--- src/rtl/bin2bcd_if.sv ---
// Request/result bundle between the calculator datapath and the binary-to-BCD converter.
interface bin2bcd_if #(
    parameter int BIN_W  = 20,
    parameter int DIGITS = 6
);
    logic                  start;
    logic [BIN_W-1:0]      bin;
    logic [4*DIGITS-1:0]   bcd;
    logic                  done;
    logic                  busy;
    logic                  ovf;

    // Datapath side: issues requests, consumes results.
    modport master (
        output start,
        output bin,
        input  bcd,
        input  done,
        input  busy,
        input  ovf
    );

    // Converter side.
    modport slave (
        input  start,
        input  bin,
        output bcd,
        output done,
        output busy,
        output ovf
    );
endinterface

--- src/rtl/bin2bcd_seq.sv ---
// Sequential shift-and-add-3 binary-to-BCD converter feeding the seven-segment scanner.
// Results are registered and only change when a conversion completes, so the display
// never shows a partially converted value. Values above the displayable range
// saturate to all nines and raise ovf.
module bin2bcd_seq #(
    parameter int BIN_W  = 20,
    parameter int DIGITS = 6,
    parameter int CNT_W  = 5
) (
    input  logic       clk,
    input  logic       rst,
    bin2bcd_if.slave   bus
);
    localparam int BCD_W = 4 * DIGITS;

    // Largest value that fits in DIGITS decimal digits.
    localparam logic [BIN_W-1:0] MAX_VAL = BIN_W'(10 ** DIGITS - 1);
    localparam logic [BCD_W-1:0] ALL_NINES = {DIGITS{4'h9}};
    localparam logic [CNT_W-1:0] LAST_CNT = CNT_W'(BIN_W - 1);

    localparam logic [1:0] ST_IDLE  = 2'd0;
    localparam logic [1:0] ST_SHIFT = 2'd1;
    localparam logic [1:0] ST_DONE  = 2'd2;

    logic [1:0]       state;
    logic [CNT_W-1:0] cnt;
    logic [BIN_W-1:0] sr;
    logic [BCD_W-1:0] acc;
    logic [BCD_W-1:0] acc_adj;
    logic             too_big;

    // Add-3 correction on every accumulator nibble that is 5 or more; the binary
    // remainder is never corrected.
    always_comb begin
        acc_adj = acc;
        for (int i = 0; i < DIGITS; i++) begin
            if (acc[4*i +: 4] >= 4'd5) begin
                acc_adj[4*i +: 4] = acc[4*i +: 4] + 4'd3;
            end
        end
    end

    // Conversion FSM, datapath and registered outputs.
    always_ff @(posedge clk) begin
        if (rst) begin
            state    <= ST_IDLE;
            cnt      <= '0;
            sr       <= '0;
            acc      <= '0;
            too_big  <= 1'b0;
            bus.bcd  <= '0;
            bus.done <= 1'b0;
            bus.busy <= 1'b0;
            bus.ovf  <= 1'b0;
        end else begin
            bus.done <= 1'b0;
            case (state)
                ST_IDLE: begin
                    if (bus.start) begin
                        sr       <= bus.bin;
                        acc      <= '0;
                        cnt      <= '0;
                        too_big  <= (bus.bin > MAX_VAL);
                        bus.busy <= 1'b1;
                        state    <= ST_SHIFT;
                    end
                end
                ST_SHIFT: begin
                    // Overflowing values may lose accumulator MSBs here; they are
                    // replaced by all nines at completion anyway.
                    {acc, sr} <= {acc_adj, sr} << 1;
                    cnt       <= cnt + 1'b1;
                    if (cnt == LAST_CNT) begin
                        bus.busy <= 1'b0;
                        state    <= ST_DONE;
                    end
                end
                ST_DONE: begin
                    bus.bcd  <= too_big ? ALL_NINES : acc;
                    bus.ovf  <= too_big;
                    bus.done <= 1'b1;
                    state    <= ST_IDLE;
                end
                default: begin
                    bus.busy <= 1'b0;
                    state    <= ST_IDLE;
                end
            endcase
        end
    end
endmodule
--- src/flat_wrapper.sv ---
// flat-port wrapper written by rule: the top's interface ports become plain ports
module bin2bcd_seq_flat 
#(
    parameter int BIN_W  = 20,
    parameter int DIGITS = 6,
    parameter int CNT_W  = 5
)
  (clk, rst, bus_start, bus_bin, bus_bcd, bus_done, bus_busy, bus_ovf);
  bin2bcd_if #(.BIN_W(BIN_W), .DIGITS(DIGITS)) bus_i ();
  input  logic clk;
  input  logic rst;
  input wire logic [$bits(bus_i.start)-1:0] bus_start;
  input wire logic [$bits(bus_i.bin)-1:0] bus_bin;
  output wire logic [$bits(bus_i.bcd)-1:0] bus_bcd;
  output wire logic [$bits(bus_i.done)-1:0] bus_done;
  output wire logic [$bits(bus_i.busy)-1:0] bus_busy;
  output wire logic [$bits(bus_i.ovf)-1:0] bus_ovf;
  assign bus_i.start = bus_start;
  assign bus_i.bin = bus_bin;
  assign bus_bcd = bus_i.bcd;
  assign bus_done = bus_i.done;
  assign bus_busy = bus_i.busy;
  assign bus_ovf = bus_i.ovf;
  bin2bcd_seq #(.BIN_W(BIN_W), .DIGITS(DIGITS), .CNT_W(CNT_W)) u_core (.clk(clk), .rst(rst), .bus(bus_i));
endmodule
--- config.mk ---
export PLATFORM = sky130hd
export DESIGN_NAME = bin2bcd_seq_flat
export DESIGN_NICKNAME = d
export VERILOG_FILES = /design/src/rtl/bin2bcd_if.sv /design/src/rtl/bin2bcd_seq.sv /design/src/flat_wrapper.sv
export SDC_FILE = /design/constraint.sdc
export NUM_CORES = 1
export LEC_CHECK = 0
export CORE_MARGIN = 10
export CORE_UTILIZATION = 56
export CTS_BUF_LIST = sky130_fd_sc_hd__clkbuf_2
export DETAILED_ROUTE_END_ITERATION = 8
export PLACE_DENSITY_LB_ADDON = 0.25
export SLEW_MARGIN = 40
export SYNTH_ARGS = -nofsm -noshare
export SYNTH_HDL_FRONTEND = slang
export SYNTH_SLANG_ARGS = --single-unit
--- constraint.sdc ---
create_clock -name clk -period 2.2 [get_ports clk]
set_clock_uncertainty 0.2 [all_clocks]
set_input_delay 0.44 -clock clk [delete_from_list [all_inputs] [get_ports clk]]
set_output_delay 0.44 -clock clk [all_outputs]
set_load 0.005 [all_outputs]
* After elaboration in Yosys (flattened, before gate mapping)
Cells that the tools add are included.
Cells by class: add/sub/neg operators 7, multiplexer cells 20, eq/ne operators 5, reduce and logical (&&, ||, !) cells 6, magnitude comparators 7, bitwise logic cells 1
Operator list (number):
- $mux 24 | 2
- $pmux 24 s2 | 1
- $pmux 20 s2 | 1
- $ge 4x3->1 const B | 6
- $add 4x2->4 const B | 5
- $gt 20x20->1 const B | 1
- $mux 20 | 1
- $mux 4 | 5
- $pmux 5 s2 | 1
- $reduce_and 2->1 | 3
- $add 5x1->5 const B | 1
- $eq 5x5->1 const B | 1
- $mux 5 | 1
- $mux 2 | 2
- $pmux 2 s2 | 1
- $add 3x2->3 const B | 1
- $mux 1 | 3
- $mux 3 | 1
- $pmux 1 s3 | 1
- $reduce_and 3->1 | 1
- $eq 2x1->1 const B | 1
- $eq 2x2->1 const B | 1
- $logic_not 2->1 | 1
- $ne 2x1->1 const B | 1
- 3 further kinds | 3
Word-level totals: register bits 79

* Depth between registers and ports, before layout
depth in word-level cells 3, mapped depth 6, mapped depth without buffers 6

* Worst setup path before layout
No wires, ideal clock.
kind reg2reg, start point reg u_core.acc[1], end point reg u_core.acc[2], arrival time 1.217 ns, path buffers 0, clock period less this slack 1.534 ns, required time 1.883 ns, cell stages (with the launch flop) 7, setup slack 0.666 ns, cells stage by stage dfxtp_1 -> inv_1 -> ha_1 -> nand2b_1 -> a21oi_1 -> mux2i_1 -> a22o_1
On the way: cells in the longest elaborated chain, start to end 3, elaborated cells on any way between the ends 4
RTL lines:
- from (decl) | line bin2bcd_seq.sv:28 | logic [BCD_W-1:0] acc;
- from (signal assigned) | line bin2bcd_seq.sv:71 | {acc, sr} <= {acc_adj, sr} << 1;
- $add 4x2->4 / $ge 4x3->1 (equally long branches) | line bin2bcd_seq.sv:38, bin2bcd_seq.sv:37
- $mux 4 (*) | line bin2bcd_seq.sv:37 | if (acc[4*i +: 4] >= 4'd5) begin
- $pmux 24 s2 (*) | line bin2bcd_seq.sv:57 | case (state)
Every way passes the cells marked *; elsewhere a longest branch is shown, timed or not. A chain may end at the register's enable or synchronous reset.

* Worst setup path in the final report
start point reg u_core.bus.bcd[17], end point out bus_bcd[17]
RTL lines:
- from (decl) | line bin2bcd_if.sv:27 | output bcd,
- from (signal assigned) | line bin2bcd_seq.sv:79 | bus.bcd <= too_big ? ALL_NINES : acc;
- to (decl) | line flat_wrapper.sv:14 | output wire logic [$bits(bus_i.bcd)-1:0] bus_bcd;
No word-level cell between the ends.

==> metrics <==
asr flop ratio synth=0%; area leader, netlist=dfxtp_1; cell with the most instances after synthesis=dfxtp_1; Largest delay share family, worst path=buffers and inverters; Max stage delay on crit path=540 ps; Setup Fix Bufs, Post-CTS=0; post-layout minimum cycle time=2060 ps; synthesized area=0.00352 sq mm; worst-path cell chain=clkdlybuf4s50_1; post-DP HPWL=5440 microns; vias per cell=5.76; end-of-flow core utilization=69.9%; Core Area=0.00599 sq mm; Buffers on Ports=49; syn_area_per_cell=8.95 sq um; H-Tree Depth=3; VDD IR-drop max=0.383 mV; Commonest cells post-synth=dfxtp_1 (79), nor2_1 (62), nor3_1 (33), a21oi_1 (32), nand2_1 (20); main combinational cell family by area after synthesis=simple AND/OR/NAND/NOR gates; DR iter-0 viols=156; Setup Total Neg Slack=0 ps; post-synthesis cell type count=40; RSZ-0062 raised after global routing=no; fmax=0.486 GHz; status=finished, final reports clean; ant diodes=0; die width=99.2 microns; Synth Warn #=0; CTS root buffer=clkbuf_2; clock slew at reported path FFs=210 ps; Worst path slowest cell=clkdlybuf4s50_1; max-cap violations=0; Routed Wire Length=7960 microns; first-pass GRT wire length=13300 microns; Worst slew margin=53.2%; Pwr Density=622 mW/mm^2; Synth Area in Compound Gates=18.0%; clock buffer depth=2; DIE AREA=0.00985 sq mm; worst skew pair latency=480 ps; Die H=99.2 microns; path type of the worst min-delay path=reg2reg; routed len/inst=15.3 microns; final setup vio count=0; share of the synthesized area in the top cell type=45.0%; DRC errors left=0; CTS resizes=0; largest net degree at the start of global routing=33; GP Congestion=0.771; Post-Synth XOR/XNOR Area=2.99%; Syn-to-layout area delta=19.1%; initial antenna violation count=0; critical path class=reg2out; fin crit share=93.6%; Crit path required time=1560 ps; CP Launch Type=register; Gate Count Post-Synth=393; layout cells sized above 1=10.3%; nets@finish=477; Slew Viols, Final=0; DR vias=2993; vias in the first global route=2908; TritonCTS Buffers=9; CTS sink count=79; Worst Setup End Kind=output pin; total grt overflow=0; ys flop type=dfxtp_1; crit path DAT=1420 ps; final antenna-violating net count=0; syn_nets=429; Hold Buf Count CTS=0; Yosys reg bits=79; IO Pins=50; endpoints failing hold=0; critical path fanouts, max=2; row count=28; number of synthesized flops with an enable pin=0; Initial Util=58.7%; mux share of post-synthesis cell area=1.71%; CTS tree=done; most area-consuming cells after synthesis=dfxtp_1 (45%), nor2_1 (6.6%), nor3_1 (4.7%); Critical path buffers and inverters=1; first drt pass iteration count=4; worst-margin pin slew=701 ps; All-Layer GR Usage=15.8%; adder-cell share of the synthesized area=4.63%; Leak=1.54 nW; Seq/Total Area, Yosys=45.0%; reg2reg setup slack=340 ps; simple-gate share of the synthesized area=22.1%
==> cell type report <==
class / instances / area [sq um]
well taps: 75 / 93.8
multi-input cells: 276 / 1740
flip-flops and latches: 79 / 1580
fillers: 492 / 1800
clock buffers: 10 / 50.0
repair buffers: 62 / 601
clock inverters: 5 / 73.8
inverters: 13 / 48.8
==> placed cells by master, fill, tap and decap left out, drive strengths merged, types with 10 or more instances in the layout <==
| cell type | n |
|---|---|
| dfxtp | 79 |
| o221ai | 18 |
| ha | 13 |
| a21oi | 32 |
| buf | 13 |
| clkdlybuf4s50 | 49 |
| nand2 | 21 |
| clkbuf | 10 |
| a22o | 17 |
| nor2 | 65 |
| nand3 | 12 |
| inv | 13 |
| o21ai | 12 |
| nor3 | 33 |
==> path summary, 6_finish.rpt <==
check / from / end / depth (start not counted)
worst max-delay path: u_core.bus.bcd[17]$_SDFFE_PP0P_ / bus_bcd[17] / 1
worst min register to register: u_core.bus.bcd[1]$_SDFFE_PP0P_ / u_core.bus.bcd[1]$_SDFFE_PP0P_ / 2
worst min-delay path: u_core.bus.bcd[1]$_SDFFE_PP0P_ / u_core.bus.bcd[1]$_SDFFE_PP0P_ / 2
worst max register to register: u_core.state[0]$_SDFFE_PP0P_ / u_core.acc[10]$_SDFFE_PP0P_ / 3
==> state kept, by name (all words and copies together) (netlist names) <==
signal,flops
u_core.cnt,5
u_core.acc,24
u_core.state,2
u_core.bus.done,1
u_core.too_big,1
u_core.bus.bcd,24
u_core.sr,20
u_core.bus.ovf,1
u_core.bus.busy,1
==> metal layers <==
layer | track usage [%] | vias to the layer above | part of all wire (%)
met3 | 3.67 | 10 | 5.2
met1 | 18.1 | 1434 | 44
met2 | 27.7 | 69 | 50
li1 | - | 1480 | -
met5 | 0 | - | 0
met4 | 6.17 | 0 | 1.1
==> power by group <==
part	internal (mW)	switching (mW)
registers	1.48	0.0329
clock network	0.368	0.479
logic	0.112	0.137
==> cells by family after synthesis <==
family | count (synthesis)
buf+inv | 38
compound gates | 84
simple gates | 161
fa+ha+maj | 13
xor+xnor | 12
mux | 6
flops | 79
==> metrics by stage <==
stage	area, sq um	setup WS, ps	total power [mW]	instances	hold WS (ps)
after floorplan	3520	666	1.69	393	232
after global placement	4060	181	1.77	505	239
after detailed placement	4060	141	1.78	505	245
after CTS	4190	102	2.61	520	265
after global routing	4190	87.7	2.70	520	279
final	4190	140	2.61	520	264
Note: power is estimated with default switching activity, not from simulation.
